File: src/rtl/vga_stream_check_if.sv
// Pixel stream bundle shared by the timing generator, the drawing stages and
// the stream checker. Carries the 12-bit counters, syncs, blanks and RGB.
// Modports: in (sink side, all inputs), out (source side, all outputs).
interface vga_if;
    logic [11:0] vcount;
    logic        vsync;
    logic        vblnk;
    logic [11:0] hcount;
    logic        hsync;
    logic        hblnk;
    logic [11:0] rgb;

    modport in  (input  vcount, vsync, vblnk, hcount, hsync, hblnk, rgb);
    modport out (output vcount, vsync, vblnk, hcount, hsync, hblnk, rgb);
endinterface

File: src/rtl/vga_stream_check.sv
// Purpose : passive SVGA stream monitor; locks to the frame, checks counter
//           sequence, blanking, rgb-in-blank and sync widths, counts frames
//           and errors, and captures the rgb at one programmable coordinate.
// Latency : a sample on `in` is registered at edge k, results are visible
//           after edge k+1.
// Backpressure: none; the block is a pure sink and drives nothing upstream.
// Ports   : clk, rst (sync, active high), in (vga_if sink), clr (pulse that
//           clears err_flags/err_cnt), pix_x/pix_y (capture coordinate),
//           locked, frame_cnt, err_flags, err_cnt, pix_rgb, pix_valid.
module vga_stream_check #(
    parameter int H_TOTAL  = 1056,
    parameter int H_ACTIVE = 800,
    parameter int V_TOTAL  = 628,
    parameter int V_ACTIVE = 600,
    parameter int HSYNC_W  = 128,
    parameter int VSYNC_W  = 4
) (
    input  logic        clk,
    input  logic        rst,
    vga_if.in           in,
    input  logic        clr,
    input  logic [11:0] pix_x,
    input  logic [11:0] pix_y,
    output logic        locked,
    output logic [15:0] frame_cnt,
    output logic [3:0]  err_flags,
    output logic [15:0] err_cnt,
    output logic [11:0] pix_rgb,
    output logic        pix_valid
);

    localparam logic [11:0] H_LAST   = 12'(H_TOTAL - 1);
    localparam logic [11:0] V_LAST   = 12'(V_TOTAL - 1);
    localparam logic [11:0] H_ACT12  = 12'(H_ACTIVE);
    localparam logic [11:0] V_ACT12  = 12'(V_ACTIVE);
    localparam logic [11:0] HSYNC_12 = 12'(HSYNC_W);
    localparam logic [11:0] VSYNC_12 = 12'(VSYNC_W);

    typedef struct packed {
        logic [11:0] hcount;
        logic [11:0] vcount;
        logic        hsync;
        logic        vsync;
        logic        hblnk;
        logic        vblnk;
        logic [11:0] rgb;
    } smp_t;

    typedef enum logic {
        SEEK   = 1'b0,
        LOCKED = 1'b1
    } state_t;

    state_t state, next_state;

    // Stage A: current sample. a_vld is low until the first sample after
    // reset has been taken, so the zeroed register never looks like (0,0).
    smp_t        a;
    logic        a_vld;

    // Stage B: only the fields the checks compare against are kept.
    logic [11:0] b_hcount;
    logic [11:0] b_vcount;
    logic        b_hsync;
    logic        b_vsync;

    // Sync pulse measurement; *_arm marks a pulse whose rising edge was seen
    // while locked, so pulses already running at lock time are not judged.
    logic [11:0] hs_cnt;
    logic [11:0] vs_cnt;
    logic        hs_arm;
    logic        vs_arm;

    logic        is_locked;
    logic        h_wrap;
    logic        line_wrap;
    logic [11:0] exp_h;
    logic [11:0] exp_v;
    logic        seq_err;
    logic        blank_err;
    logic        rgb_err;
    logic        hs_rise;
    logic        hs_fall;
    logic        vs_rise;
    logic        vs_fall;
    logic        hs_err;
    logic        vs_err;
    logic [3:0]  new_err;
    logic        any_err;
    logic        a_origin;
    logic        b_origin;

    assign is_locked = (state == LOCKED);
    assign locked    = is_locked;

    // ---------------------------------------------------------------
    // Stage A / Stage B registers
    // ---------------------------------------------------------------
    always_ff @(posedge clk) begin
        if (rst) begin
            a        <= '0;
            a_vld    <= 1'b0;
            b_hcount <= '0;
            b_vcount <= '0;
            b_hsync  <= 1'b0;
            b_vsync  <= 1'b0;
        end else begin
            a.hcount <= in.hcount;
            a.vcount <= in.vcount;
            a.hsync  <= in.hsync;
            a.vsync  <= in.vsync;
            a.hblnk  <= in.hblnk;
            a.vblnk  <= in.vblnk;
            a.rgb    <= in.rgb;
            a_vld    <= 1'b1;
            b_hcount <= a.hcount;
            b_vcount <= a.vcount;
            b_hsync  <= a.hsync;
            b_vsync  <= a.vsync;
        end
    end

    // ---------------------------------------------------------------
    // Checks: A against B and against the timing parameters
    // ---------------------------------------------------------------
    always_comb begin
        h_wrap    = (b_hcount == H_LAST);
        exp_h     = h_wrap ? 12'd0 : b_hcount + 12'd1;
        exp_v     = b_vcount;
        if (h_wrap) begin
            exp_v = (b_vcount == V_LAST) ? 12'd0 : b_vcount + 12'd1;
        end
        line_wrap = h_wrap && (a.hcount == 12'd0);

        seq_err   = (a.hcount != exp_h) || (a.vcount != exp_v);
        blank_err = (a.hblnk != (a.hcount >= H_ACT12)) ||
                    (a.vblnk != (a.vcount >= V_ACT12));
        rgb_err   = (a.hblnk || a.vblnk) && (a.rgb != 12'd0);

        hs_rise   =  a.hsync && !b_hsync;
        hs_fall   = !a.hsync &&  b_hsync;
        vs_rise   =  a.vsync && !b_vsync;
        vs_fall   = !a.vsync &&  b_vsync;
        hs_err    = hs_fall && hs_arm && (hs_cnt != HSYNC_12);
        vs_err    = vs_fall && vs_arm && (vs_cnt != VSYNC_12);

        new_err   = 4'd0;
        if (is_locked) begin
            new_err = {hs_err || vs_err, rgb_err, blank_err, seq_err};
        end
        any_err   = |new_err;

        a_origin  = (a.hcount == 12'd0) && (a.vcount == 12'd0);
        b_origin  = (b_hcount == 12'd0) && (b_vcount == 12'd0);
    end

    // ---------------------------------------------------------------
    // Lock state machine
    // ---------------------------------------------------------------
    always_comb begin
        next_state = state;
        case (state)
            SEEK: begin
                if (a_vld && a_origin) begin
                    next_state = LOCKED;
                end
            end
            LOCKED: begin
                if (seq_err) begin
                    next_state = SEEK;
                end
            end
            default: next_state = SEEK;
        endcase
    end

    always_ff @(posedge clk) begin
        if (rst) begin
            state <= SEEK;
        end else begin
            state <= next_state;
        end
    end

    // ---------------------------------------------------------------
    // Sync width measurement
    // hs_cnt: consecutive high samples of A.hsync, restarted at 1 on a rise.
    // vs_cnt: line starts seen while A.vsync is high; a pulse that rises
    //         on a line start counts that line too.
    // ---------------------------------------------------------------
    always_ff @(posedge clk) begin
        if (rst) begin
            hs_cnt <= '0;
            vs_cnt <= '0;
            hs_arm <= 1'b0;
            vs_arm <= 1'b0;
        end else begin
            if (hs_rise) begin
                hs_cnt <= 12'd1;
            end else if (a.hsync && (hs_cnt != 12'hFFF)) begin
                hs_cnt <= hs_cnt + 12'd1;
            end

            if (vs_rise) begin
                vs_cnt <= line_wrap ? 12'd1 : 12'd0;
            end else if (a.vsync && line_wrap && (vs_cnt != 12'hFFF)) begin
                vs_cnt <= vs_cnt + 12'd1;
            end

            if (hs_rise) begin
                hs_arm <= is_locked;
            end else if (hs_fall || !is_locked) begin
                hs_arm <= 1'b0;
            end

            if (vs_rise) begin
                vs_arm <= is_locked;
            end else if (vs_fall || !is_locked) begin
                vs_arm <= 1'b0;
            end
        end
    end

    // ---------------------------------------------------------------
    // Error flags / counters, frame counter, pixel capture
    // ---------------------------------------------------------------
    always_ff @(posedge clk) begin
        if (rst) begin
            err_flags <= '0;
            err_cnt   <= '0;
            frame_cnt <= '0;
            pix_rgb   <= '0;
            pix_valid <= 1'b0;
        end else begin
            // A clear in the same cycle as a new error keeps only the new one.
            if (clr) begin
                err_flags <= new_err;
                err_cnt   <= any_err ? 16'd1 : 16'd0;
            end else begin
                err_flags <= err_flags | new_err;
                if (any_err && (err_cnt != 16'hFFFF)) begin
                    err_cnt <= err_cnt + 16'd1;
                end
            end

            // Only a transition into (0,0) counts, so the lock cycle itself
            // (state still SEEK) never bumps the count.
            if (is_locked && a_origin && !b_origin) begin
                frame_cnt <= frame_cnt + 16'd1;
            end

            pix_valid <= 1'b0;
            if (a_vld && (a.hcount == pix_x) && (a.vcount == pix_y)) begin
                pix_rgb   <= a.rgb;
                pix_valid <= 1'b1;
            end
        end
    end

endmodule

File: src/flat_wrapper.sv
// flat-port wrapper written by rule: the top's interface ports become plain ports
module vga_stream_check_flat 
#(
    parameter int H_TOTAL  = 1056,
    parameter int H_ACTIVE = 800,
    parameter int V_TOTAL  = 628,
    parameter int V_ACTIVE = 600,
    parameter int HSYNC_W  = 128,
    parameter int VSYNC_W  = 4
)
  (clk, rst, clr, pix_x, pix_y, locked, frame_cnt, err_flags, err_cnt, pix_rgb, pix_valid, in_vcount, in_vsync, in_vblnk, in_hcount, in_hsync, in_hblnk, in_rgb);
  vga_if in_i ();
  input  logic clk;
  input  logic rst;
  input  logic clr;
  input  logic [11:0] pix_x;
  input  logic [11:0] pix_y;
  output logic locked;
  output logic [15:0] frame_cnt;
  output logic [3:0] err_flags;
  output logic [15:0] err_cnt;
  output logic [11:0] pix_rgb;
  output logic pix_valid;
  input wire logic [$bits(in_i.vcount)-1:0] in_vcount;
  input wire logic [$bits(in_i.vsync)-1:0] in_vsync;
  input wire logic [$bits(in_i.vblnk)-1:0] in_vblnk;
  input wire logic [$bits(in_i.hcount)-1:0] in_hcount;
  input wire logic [$bits(in_i.hsync)-1:0] in_hsync;
  input wire logic [$bits(in_i.hblnk)-1:0] in_hblnk;
  input wire logic [$bits(in_i.rgb)-1:0] in_rgb;
  assign in_i.vcount = in_vcount;
  assign in_i.vsync = in_vsync;
  assign in_i.vblnk = in_vblnk;
  assign in_i.hcount = in_hcount;
  assign in_i.hsync = in_hsync;
  assign in_i.hblnk = in_hblnk;
  assign in_i.rgb = in_rgb;
  vga_stream_check #(.H_TOTAL(H_TOTAL), .H_ACTIVE(H_ACTIVE), .V_TOTAL(V_TOTAL), .V_ACTIVE(V_ACTIVE), .HSYNC_W(HSYNC_W), .VSYNC_W(VSYNC_W)) u_core (.clk(clk), .rst(rst), .in(in_i), .clr(clr), .pix_x(pix_x), .pix_y(pix_y), .locked(locked), .frame_cnt(frame_cnt), .err_flags(err_flags), .err_cnt(err_cnt), .pix_rgb(pix_rgb), .pix_valid(pix_valid));
endmodule
File: config.mk
export PLATFORM = sky130hd
export DESIGN_NAME = vga_stream_check_flat
export DESIGN_NICKNAME = d
export VERILOG_FILES = /design/src/rtl/vga_stream_check_if.sv /design/src/rtl/vga_stream_check.sv /design/src/flat_wrapper.sv
export SDC_FILE = /design/constraint.sdc
export NUM_CORES = 1
export LEC_CHECK = 0
export ABC_AREA = 1
export CAP_MARGIN = 15
export CORE_MARGIN = 2
export CORE_UTILIZATION = 45
export CTS_CLUSTER_DIAMETER = 50
export CTS_CLUSTER_SIZE = 40
export DETAILED_ROUTE_END_ITERATION = 10
export PLACE_DENSITY = 0.74
export SLEW_MARGIN = 20
export SYNTH_ARGS = -nofsm -noshare
export SYNTH_HDL_FRONTEND = slang
export SYNTH_SLANG_ARGS = --single-unit
File: constraint.sdc
create_clock -name clk -period 4.83 [get_ports clk]
set_input_delay 0.7245 -clock clk [delete_from_list [all_inputs] [get_ports clk]]
set_output_delay 0.7245 -clock clk [all_outputs]
set_load 0.01 [all_outputs]
==> results.py, run 1 <==
metrics = {
    "outcome": {
        "outcome": "finished, final reports clean",
    },
    "critical_path": {
        "critical-path-slowest-cell": "sky130_fd_sc_hd__dfxtp_1",
        "worst-endpoint-arrival_ps": 3210,
        "end_kind": "register",
        "timing.critical_path.required_ps": 5160,
        "slowest_delay_ps": 440,
        "timing_worst_setup_path_type": "register to register",
        "crit_fanout": 18,
        "critical_path.cell_chain": "ha_1, nand2_4, nor2_4, nand2_2, nor2_4, nand3_1, nand3_1, nand2_1, nor2_1, nand2_1, nor2_2, nand3_2, nand2_2, nand2_4, nand2_8, inv_2, o21ai_0, nor2_1",
        "crit_path_start_kind": "register",
    },
    "cts": {
        "deepest_clock_path_buffer_count": 2,
        "cts_tree": "yes",
        "path_clk_slew_ps": 70,
        "ctsResizeCount": 0,
        "postCtsSetupBuffers": 0,
        "clock-root-buffer": "sky130_fd_sc_hd__clkbuf_16",
        "cts.sink_count": 143,
        "ctsHoldBuffers": 0,
        "clock_tree.htree_level_count": 4,
        "worst_skew_pair.late_latency_ps": 440,
        "cts-buffers-inserted": 17,
    },
    "timing": {
        "fin_worst_skew_ps": 8.90,
        "finalWorstPathRequiredPeriod_ps": 2880,
        "max_slew.worst_pin.slew_ps": 775,
        "totalNegativeSetupSlack_ps": 0,
        "timing.final.crit_share": 0.596,
        "timing_max_transition_violations_final": 0,
        "slew-limit-headroom": 0.479,
        "postLayoutSetupSlackWorst_ps": 1950,
        "max_clock_freq_mhz": 347,
        "finalSetupViolations": 0,
        "setup_repair_after_global_routing_missed_its_margin": "false",
        "timing.final.hold_violations": 0,
        "timing.hold.ws_ps": 477,
    },
    "synth": {
        "synth.ff_latch_count": 143,
        "synth-seq-area-share": 0.388,
        "synth_top_cell_by_area": "sky130_fd_sc_hd__dfxtp_1",
        "number_of_synthesized_flops_with_an_enable_pin": 0,
        "postSynthCellCount": 1102,
        "synth_cell_type_count": 48,
        "dominantRegCellSynth": "sky130_fd_sc_hd__dfxtp_1",
        "async_flop_share": 0,
        "syn_area_per_cell_sq_um": 6.69,
        "synth-warning-count": 0,
        "synth_fp_nets": 1179,
        "synthTopCellsByArea": "sky130_fd_sc_hd__dfxtp_1 39%, sky130_fd_sc_hd__nand2_1 11%, sky130_fd_sc_hd__nor2_1 9.9%, sky130_fd_sc_hd__inv_1 8.4%, sky130_fd_sc_hd__nand3_1 5.7%",
        "synth_top_area_frac": 0.388,
        "post_synth_instance_area_sq_um": 7370,
    },
    "finish": {
        "antenna-diode-count": 0,
        "area_growth_syn_to_layout_pct": 26.4,
        "fraction_of_layout_instances_using_a_drive_strength_above_1": 0.0681,
        "nNetsFinal": 1297,
        "layout.cells.non_filler": 1449,
        "leading_cell_type_in_the_layout_fill_and_taps_excluded": "sky130_fd_sc_hd__nand2_1",
        "final_cell_area_sq_um": 9320,
        "finish.utilization": 0.585,
        "most_frequent_cells_in_the_layout": "216 x sky130_fd_sc_hd__nand2_1, 195 x sky130_fd_sc_hd__nor2_1, 165 x sky130_fd_sc_hd__inv_1, 143 x sky130_fd_sc_hd__dfxtp_1, 115 x sky130_fd_sc_hd__clkdlybuf4s50_1",
    },
    "global_route": {
        "antenna_found_initial": 0,
        "global_routing_usage_summed_across_all_routing_layers": 0.239,
        "overflow": 0,
        "grt_start_max_net_pins": 60,
        "grt_first_pass_wirelength_um": 33600,
        "grt_pass1_vias": 7064,
    },
    "die": {
        "core-area_sq_um": 15900,
        "floorplan.io_pins": 117,
        "placement_rows": 46,
        "dieHeight_um": 132,
        "die_area_sq_um": 17400,
        "initial_cell_density_of_the_core": 0.463,
        "die_x_um": 132,
    },
    "place": {
        "finalWeightedCongestion": 0.922,
        "placed_cells": 1417,
        "pre_cts_slack_ps": 1630,
        "port_buffers": 116,
        "place.detailed.hpwl_um": 15000,
        "placement.cell_area_sq_um": 8710,
    },
    "power_and_ir_drop": {
        "pwrdens_nw_per_um2": 305,
        "report.power.total_mw": 2.84,
        "vdd_ir_drop_max_uv": 262,
        "power.static_leakage_nw": 3.97,
    },
    "route": {
        "detail_route.wirelength_um": 20200,
        "detailroute.via_count": 7331,
        "avgViaCountPerCell": 5.06,
        "postRouteAntennaNets": 0,
        "routedWlPerCell_um": 13.9,
        "drc_errors": 0,
        "drt-initial-drc-count": 612,
        "dr.pass1.iters": 5,
    },
    "job": {
        "cap_viol_max_count": 0,
    },
    "hold_path": {
        "min-delay-path-class": "register to register",
    },
}
==> where the power goes <==
group          switching (mW)  total [mW]  internal, mW  leakage [nW]
Sequential             0.0303        1.24          1.21          1.17
Clock                   0.583        1.37         0.789         0.305
Combinational           0.129       0.233         0.104          2.50
Total                   0.742        2.84          2.10          3.97
==> critical path, delay by kind of cell, from the launching register on <==
kind            cells  cell delay (ps)
compound gates      1              150
flops               1              440
fa+ha+maj           1              250
simple gates       15             1830
buf+inv             1              110
==> layout make-up <==
cell class | instances | area, sq um
fill | 1500 | 6620
clock inverter | 15 | 185
sequential | 143 | 2860
tap | 216 | 270
timing repair buffer | 118 | 1170
inverter | 175 | 657
multi-input combinational | 765 | 3750
clock buffer | 17 | 425
==> routing by layer <==
metal,track usage,vias up,share of wire
met1,0.310,3249,0.46
met3,0.0700,38,0.081
met4,0.0984,0,0.023
li1,-,3796,-
met2,0.371,248,0.44
met5,0,-,0
==> sequential cells by signal, indices dropped and copies added, names as in the netlist, 4 cells and up <==
register	count
u_core.a	40
u_core.err_cnt	16
u_core.frame_cnt	16
u_core.b_hcount	12
u_core.b_vcount	12
u_core.hs_cnt	12
u_core.pix_rgb	12
u_core.vs_cnt	12
u_core.err_flags	4
==> Yosys cell counts (all sizes together) (13+ instances only) <==
| library cell | number |
|---|---|
| xor2 | 16 |
| nand2 | 230 |
| inv | 174 |
| clkbuf | 13 |
| nand4 | 32 |
| nor4 | 18 |
| o21ai | 54 |
| a21oi | 51 |
| dfxtp | 143 |
| nand3 | 91 |
| nor2 | 205 |
| nor3 | 24 |
==> final timing paths <==
kind                                   from                              to  slack, ps  depth (start not counted)
max           u_core.b_hcount[0]$_SDFF_PP0_  u_core.err_cnt[1]$_SDFFE_PP0P_       1950                         18
min          u_core.err_flags[2]$_SDFF_PP0_  u_core.err_flags[2]$_SDFF_PP0_        480                          2
max reg2reg   u_core.b_hcount[0]$_SDFF_PP0_  u_core.err_cnt[1]$_SDFFE_PP0P_       1950                         18
min reg2reg  u_core.err_flags[2]$_SDFF_PP0_  u_core.err_flags[2]$_SDFF_PP0_        480                          2
==> logic make-up after synthesis <==
| family | after synthesis | share of synthesized area |
|---|---|---|
| flops | 143 | 0.388 |
| compound gates | 129 | 0.0959 |
| buf+inv | 194 | 0.103 |
| fa+ha+maj | 10 | 0.0170 |
| simple gates | 608 | 0.374 |
| xor+xnor | 18 | 0.0214 |
(Power assumes the default switching activity.)
==> inputs of run 2 (changes only) <==
==> constraint.sdc (replaced) <==
create_clock -name clk -period 2.69 [get_ports clk]
set_input_delay 0.4035 -clock clk [delete_from_list [all_inputs] [get_ports clk]]
set_output_delay 0.4035 -clock clk [all_outputs]
set_load 0.01 [all_outputs]
==> run 2 against run 1 <==
Combinational power increased by 91%. Worst setup slack worse by 1800 ps. Global-route usage is 0.11 points lower. First-iteration DRC count is 2.9% lower. Flip-flop and latch count is the same. Via count is 3.1% higher. Critical path depth unchanged. Die area unchanged. Routed wire length grew 2.6%. Sequential power increased by 79%. Largest cell class unchanged.
==> results.py, run 2 (synthesis gave the netlist of run 1 again) <==
metrics = {
    "finish": {
        "area_growth_syn_to_layout_pct": 30.4,
        "registers.top_by_ff_count": "u_core.a",
        "nNetsFinal": 1324,
        "largest_register_ff_count": 40,
        "most_frequent_cells_in_the_layout": "215 x sky130_fd_sc_hd__nand2_1, 190 x sky130_fd_sc_hd__nor2_1, 165 x sky130_fd_sc_hd__inv_1, 142 x sky130_fd_sc_hd__dfxtp_1, 115 x sky130_fd_sc_hd__clkdlybuf4s50_1",
        "finish.utilization": 0.603,
        "top_regs": "u_core.a x40, u_core.err_cnt x16, u_core.frame_cnt x16",
        "antenna-diode-count": 0,
        "leading_cell_type_in_the_layout_fill_and_taps_excluded": "sky130_fd_sc_hd__nand2_1",
        "fraction_of_layout_instances_using_a_drive_strength_above_1": 0.0960,
    },
    "critical_path": {
        "critical-path-slowest-cell": "sky130_fd_sc_hd__dfxtp_2",
        "crit_fanout": 16,
        "end_kind": "register",
        "worst-endpoint-arrival_ps": 2870,
        "path_delay_family": "simple AND/OR/NAND/NOR gates",
        "slowest_delay_ps": 360,
        "critical_path.cell_chain": "ha_2, nand2_4, nor2_4, nand2_2, nor2_4, nand3_2, nand3_1, nand2_1, nor2_1, nand2_1, nor2_2, nand3_2, nand2_2, nand2_4, nand2_8, inv_2, o21ai_1, nor2_1",
        "path_buf_inv": 1,
        "crit_path_start_kind": "register",
        "timing.reg2reg.worst_path_depth": 18,
        "timing_worst_setup_path_type": "register to register",
        "timing.critical_path.required_ps": 3010,
        "worst-path-stages": 18,
    },
    "outcome": {
        "outcome": "finished, final reports clean",
    },
    "global_route": {
        "global_routing_usage_summed_across_all_routing_layers": 0.238,
        "grt_pass1_vias": 7061,
        "grt_first_pass_wirelength_um": 33900,
        "antenna_found_initial": 0,
        "grt_start_max_net_pins": 37,
        "overflow": 0,
    },
    "route": {
        "dr.pass1.iters": 5,
        "postRouteAntennaNets": 0,
        "drt-initial-drc-count": 594,
        "detail_route.wirelength_um": 20700,
        "detailroute.via_count": 7557,
        "drc_errors": 0,
        "avgViaCountPerCell": 5.12,
        "routedWlPerCell_um": 14.0,
    },
    "timing": {
        "totalNegativeSetupSlack_ps": 0,
        "max_slew.worst_pin.slew_ps": 665,
        "setup_repair_after_global_routing_missed_its_margin": "true",
        "timing_max_transition_violations_final": 0,
        "max_clock_freq_mhz": 391,
        "timing.final.crit_share": 0.950,
        "timing.final.hold_violations": 0,
        "finalWorstPathRequiredPeriod_ps": 2560,
        "postLayoutSetupSlackWorst_ps": 134,
        "slew-limit-headroom": 0.553,
        "finalSetupViolations": 0,
        "fin_worst_skew_ps": 10.1,
    },
    "die": {
        "die_area_sq_um": 17400,
        "initial_cell_density_of_the_core": 0.463,
        "core-area_sq_um": 15900,
        "dieHeight_um": 132,
        "die_x_um": 132,
        "placement_rows": 46,
        "floorplan.io_pins": 117,
    },
    "hold_path": {
        "min-delay-path-class": "input pin to register",
        "worst_hold_path_cell_count": 2,
    },
    "place": {
        "pre_cts_slack_ps": 40.4,
        "place.detailed.hpwl_um": 15600,
        "finalWeightedCongestion": 1.01,
        "port_buffers": 116,
    },
    "cts": {
        "path_clk_slew_ps": 70,
        "clock_tree.htree_level_count": 4,
        "clock-root-buffer": "sky130_fd_sc_hd__clkbuf_16",
        "cts-buffers-inserted": 17,
        "deepest_clock_path_buffer_count": 2,
        "ctsHoldBuffers": 0,
        "cts_tree": "yes",
        "cts.sink_count": 143,
        "worst_skew_pair.late_latency_ps": 430,
    },
    "power_and_ir_drop": {
        "pwrdens_nw_per_um2": 545,
        "report.power.total_mw": 5.24,
        "vdd_ir_drop_max_uv": 456,
        "power.static_leakage_nw": 4.11,
    },
    "job": {
        "cap_viol_max_count": 0,
    },
}
[run 2: cell types whose count changed in the layout (fill, tap and decap cells not counted), sizes merged]
cell and change:
buf +27, bufinv +1, clkinv +2, inv -3
[run 2: layout make-up]
cell class / instances / area, sq um
fillers: 1506 / 6320
multi-input cells: 765 / 3810
flip-flops and latches: 143 / 2860
repair buffers: 145 / 1380
inverters: 175 / 657
clock buffers: 17 / 425
well taps: 216 / 270
clock inverters: 15 / 218
[run 2: report_power, final]
part / leakage (nW) / switching (mW) / internal, mW / total, mW
logic: 2.63 / 0.247 / 0.198 / 0.446
clock network: 0.317 / 1.06 / 1.52 / 2.58
registers: 1.17 / 0.0524 / 2.17 / 2.22
total: 4.11 / 1.36 / 3.88 / 5.24
[run 2: metal layers]
metal / track usage / up-vias / share of wire
li1: - / 3824 / -
met1: 0.317 / 3377 / 0.46
met2: 0.370 / 318 / 0.43
met3: 0.0646 / 38 / 0.087
met4: 0.0851 / 0 / 0.021
met5: 0 / - / 0
[run 2: worst paths after layout]
| path | end | slack (ps) | startpoint |
|---|---|---|---|
| worst max-delay path | u_core.err_cnt[1]$_SDFFE_PP0P_ | 130 | u_core.b_hcount[1]$_SDFF_PP0_ |
| worst min-delay path | u_core.b_vcount[7]$_SDFF_PP0_ | 410 | rst |
| worst max register to register | u_core.err_cnt[1]$_SDFFE_PP0P_ | 130 | u_core.b_hcount[1]$_SDFF_PP0_ |
| worst min register to register | u_core.err_flags[1]$_SDFF_PP0_ | 470 | u_core.err_flags[1]$_SDFF_PP0_ |
[run 2: worst reg2reg max path, stage by stage (launching register included)]
cell,delay [ps]
sky130_fd_sc_hd__dfxtp_2,360
sky130_fd_sc_hd__ha_2,210
sky130_fd_sc_hd__nand2_4,100
sky130_fd_sc_hd__nor2_4,140
sky130_fd_sc_hd__nand2_2,80
sky130_fd_sc_hd__nor2_4,220
sky130_fd_sc_hd__nand3_2,100
sky130_fd_sc_hd__nand3_1,90
sky130_fd_sc_hd__nand2_1,60
sky130_fd_sc_hd__nor2_1,120
sky130_fd_sc_hd__nand2_1,90
sky130_fd_sc_hd__nor2_2,160
sky130_fd_sc_hd__nand3_2,100
sky130_fd_sc_hd__nand2_2,100
sky130_fd_sc_hd__nand2_4,80
sky130_fd_sc_hd__nand2_8,140
sky130_fd_sc_hd__inv_2,90
sky130_fd_sc_hd__o21ai_1,150
sky130_fd_sc_hd__nor2_1,60
[run 2: stage by stage]
| stage | instance area [sq um] | hold slack (ps) | instances |
|---|---|---|---|
| after floorplan | 7370 | 438 | 1102 |
| after global placement | 8860 | 451 | 1437 |
| after detailed placement | 8860 | 456 | 1437 |
| after CTS | 9510 | 413 | 1469 |
| after global routing | 9620 | 434 | 1476 |
| final | 9620 | 413 | 1476 |
[run 2: what timing repair did]
action	4_1_cts	5_1_grt
endpoints found under the hold margin	0	0
pin swaps	0	3
gates resized for setup	2	14
gates cloned	0	0
buffers inserted	0	7
endpoints found under the setup margin	1	19
==> inputs of run 3 (changes only) <==
--- a/config.mk
+++ b/config.mk
@@ -7,7 +7,7 @@
 export LEC_CHECK = 0
 export ABC_AREA = 1
 export CAP_MARGIN = 15
-export CORE_MARGIN = 2
+export CORE_MARGIN = 5
 export CORE_UTILIZATION = 45
 export CTS_CLUSTER_DIAMETER = 50
 export CTS_CLUSTER_SIZE = 40
==> run 3 against run 2 <==
Total power fell by 4.7%. Critical endpoint is now u_core.err_cnt[11]$_SDFFE_PP0P_. Highest routed layer unchanged. Non-clock buffer count fell by 5. Sequential power about the same. Combinational power is 2% lower. Core utilization fell by 0.58 points. Critical path depth fell by 1. Worst setup slack improved by 14 ps.
==> results.py, run 3 (synthesis gave the netlist of run 1 again) <==
metrics = {
    "outcome": {
        "outcome": "finished, final reports clean",
    },
    "finish": {
        "area_growth_syn_to_layout_pct": 29.6,
        "registers.top_by_ff_count": "u_core.a",
        "leading_cell_type_in_the_layout_fill_and_taps_excluded": "sky130_fd_sc_hd__nand2_1",
        "finish.utilization": 0.598,
        "antenna-diode-count": 0,
        "fraction_of_layout_instances_using_a_drive_strength_above_1": 0.0924,
        "filler_cell_count": 1567,
        "largest_register_ff_count": 40,
        "top_regs": "u_core.a x40, u_core.err_cnt x16, u_core.frame_cnt x16",
        "multi_input_gate_area_sq_um": 3830,
        "final_cell_area_sq_um": 9560,
        "nNetsFinal": 1319,
        "most_frequent_cells_in_the_layout": "216 x sky130_fd_sc_hd__nand2_1, 190 x sky130_fd_sc_hd__nor2_1, 165 x sky130_fd_sc_hd__inv_1, 141 x sky130_fd_sc_hd__dfxtp_1, 115 x sky130_fd_sc_hd__clkdlybuf4s50_1",
        "sequential_cell_area_sq_um": 2870,
    },
    "cts": {
        "clock_tree.htree_level_count": 4,
        "ctsHoldBuffers": 0,
        "deepest_clock_path_buffer_count": 2,
        "cts_tree": "yes",
        "cts.sink_count": 143,
        "clock-root-buffer": "sky130_fd_sc_hd__clkbuf_16",
        "worst_skew_pair.late_latency_ps": 430,
        "path_clk_slew_ps": 70,
        "cts-buffers-inserted": 17,
    },
    "place": {
        "port_buffers": 116,
        "finalWeightedCongestion": 0.982,
        "placement.cell_area_sq_um": 8840,
        "place.detailed.hpwl_um": 16000,
    },
    "critical_path": {
        "timing_worst_setup_path_type": "register to register",
        "critical-path-slowest-cell": "sky130_fd_sc_hd__dfxtp_2",
        "regToRegSetupSlack_ps": 150,
        "worstReg2RegStart": "u_core.b_hcount[1]$_SDFF_PP0_",
        "crit_fanout": 11,
        "timing.critical_path.required_ps": 3050,
        "critical_path.cell_chain": "ha_4, nand2_4, nor2_4, nand2_2, nor2_4, buf_4, nand3_1, nand3_1, nand3_1, nor2_2, nand3_2, nand2_2, nand2_4, nand2_8, buf_4, nand2_2, a21oi_1",
        "crit_path_start_kind": "register",
        "slowest_delay_ps": 370,
        "startpoint": "u_core.b_hcount[1]$_SDFF_PP0_",
        "end_kind": "register",
        "worst-endpoint-arrival_ps": 2900,
    },
    "route": {
        "drt-initial-drc-count": 614,
        "drc_errors": 0,
        "detail_route.wirelength_um": 21000,
        "detailroute.via_count": 7463,
        "postRouteAntennaNets": 0,
        "avgViaCountPerCell": 5.07,
        "dr.pass1.iters": 5,
        "routedWlPerCell_um": 14.3,
    },
    "power_and_ir_drop": {
        "pwrdens_nw_per_um2": 523,
        "power.static_leakage_nw": 4.07,
        "report.power.total_mw": 5.00,
        "vdd_ir_drop_max_uv": 500,
    },
    "timing": {
        "max_slew.worst_pin.slew_ps": 709,
        "timing.final.hold_violations": 0,
        "finalWorstPathRequiredPeriod_ps": 2540,
        "setup_repair_after_global_routing_missed_its_margin": "false",
        "max_clock_freq_mhz": 393,
        "finalSetupViolations": 0,
        "totalNegativeSetupSlack_ps": 0,
        "fin_worst_skew_ps": 14.7,
        "timing.final.crit_share": 0.945,
        "timing.hold.ws_ps": 383,
        "slew-limit-headroom": 0.527,
        "timing_max_transition_violations_final": 0,
    },
    "global_route": {
        "grt_pass1_vias": 6980,
        "overflow": 0,
        "global_routing_usage_summed_across_all_routing_layers": 0.214,
        "antenna_found_initial": 0,
        "grt_start_max_net_pins": 38,
        "grt_first_pass_wirelength_um": 34000,
    },
    "die": {
        "floorplan.io_pins": 117,
        "placement_rows": 46,
        "die_area_sq_um": 19000,
        "die_x_um": 138,
        "initial_cell_density_of_the_core": 0.461,
        "dieHeight_um": 138,
        "core-area_sq_um": 16000,
    },
    "job": {
        "cap_viol_max_count": 0,
    },
    "hold_path": {
        "timing.hold.worst.start": "rst",
        "min-delay-path-class": "input pin to register",
    },
}
-- run 3: path summary, 6_finish.rpt --
check                                         end  cells past startpoint
hold / removal            u_core.a[15]$_SDFF_PP0_                      2
setup reg to reg  u_core.err_cnt[11]$_SDFFE_PP0P_                     17
setup / recovery  u_core.err_cnt[11]$_SDFFE_PP0P_                     17
hold reg to reg    u_core.err_flags[1]$_SDFF_PP0_                      1
-- run 3: metal layers --
layer  wire length, um  share of wire  vias to the layer above  track usage
met4               638          0.030                        0       0.0874
met2              9120           0.43                      257        0.329
met5                 0              0                        -            0
met3              1560          0.074                       40       0.0583
met1              9690           0.46                     3342        0.286
li1                  -              -                     3824            -
-- run 3: cell type report --
| type | count | share of cell area |
|---|---|---|
| Multi-Input combinational cell | 765 | 0.401 |
| Sequential cell | 143 | 0.300 |
| Timing Repair Buffer | 140 | 0.141 |
| Inverter | 175 | 0.0687 |
| Clock buffer | 17 | 0.0445 |
| Tap cell | 216 | 0.0283 |
| Clock inverter | 15 | 0.0171 |
-- run 3: power by group --
part | total [mW] | switching, mW | internal (mW)
logic | 0.437 | 0.243 | 0.194
clock network | 2.33 | 1.09 | 1.25
registers | 2.22 | 0.0548 | 2.17
total | 5.00 | 1.38 | 3.61
-- run 3: critical path, delay by kind of cell (launching register included) --
kind | cells | cell delay (ps)
AO/OA/AOI/OAI | 1 | 130
adder cells (fa/ha/maj) | 1 | 150
buffers and inverters | 2 | 330
flip-flops | 1 | 370
AND/OR/NAND/NOR | 13 | 1500
-- run 3: stage by stage --
step / setup WS, ps / std cells
5_1_grt: 5.18 / 1471
4_1_cts: 69.0 / 1466
2_1_floorplan: 452 / 1102
3_3_place_gp: 180 / 1434
3_5_place_dp: 89.6 / 1434
6_report: 148 / 1471
-- run 3: what timing repair did --
item,in CTS,in global routing
resized for setup,0,19
endpoints found under the setup margin,0,15
setup buffers,0,5
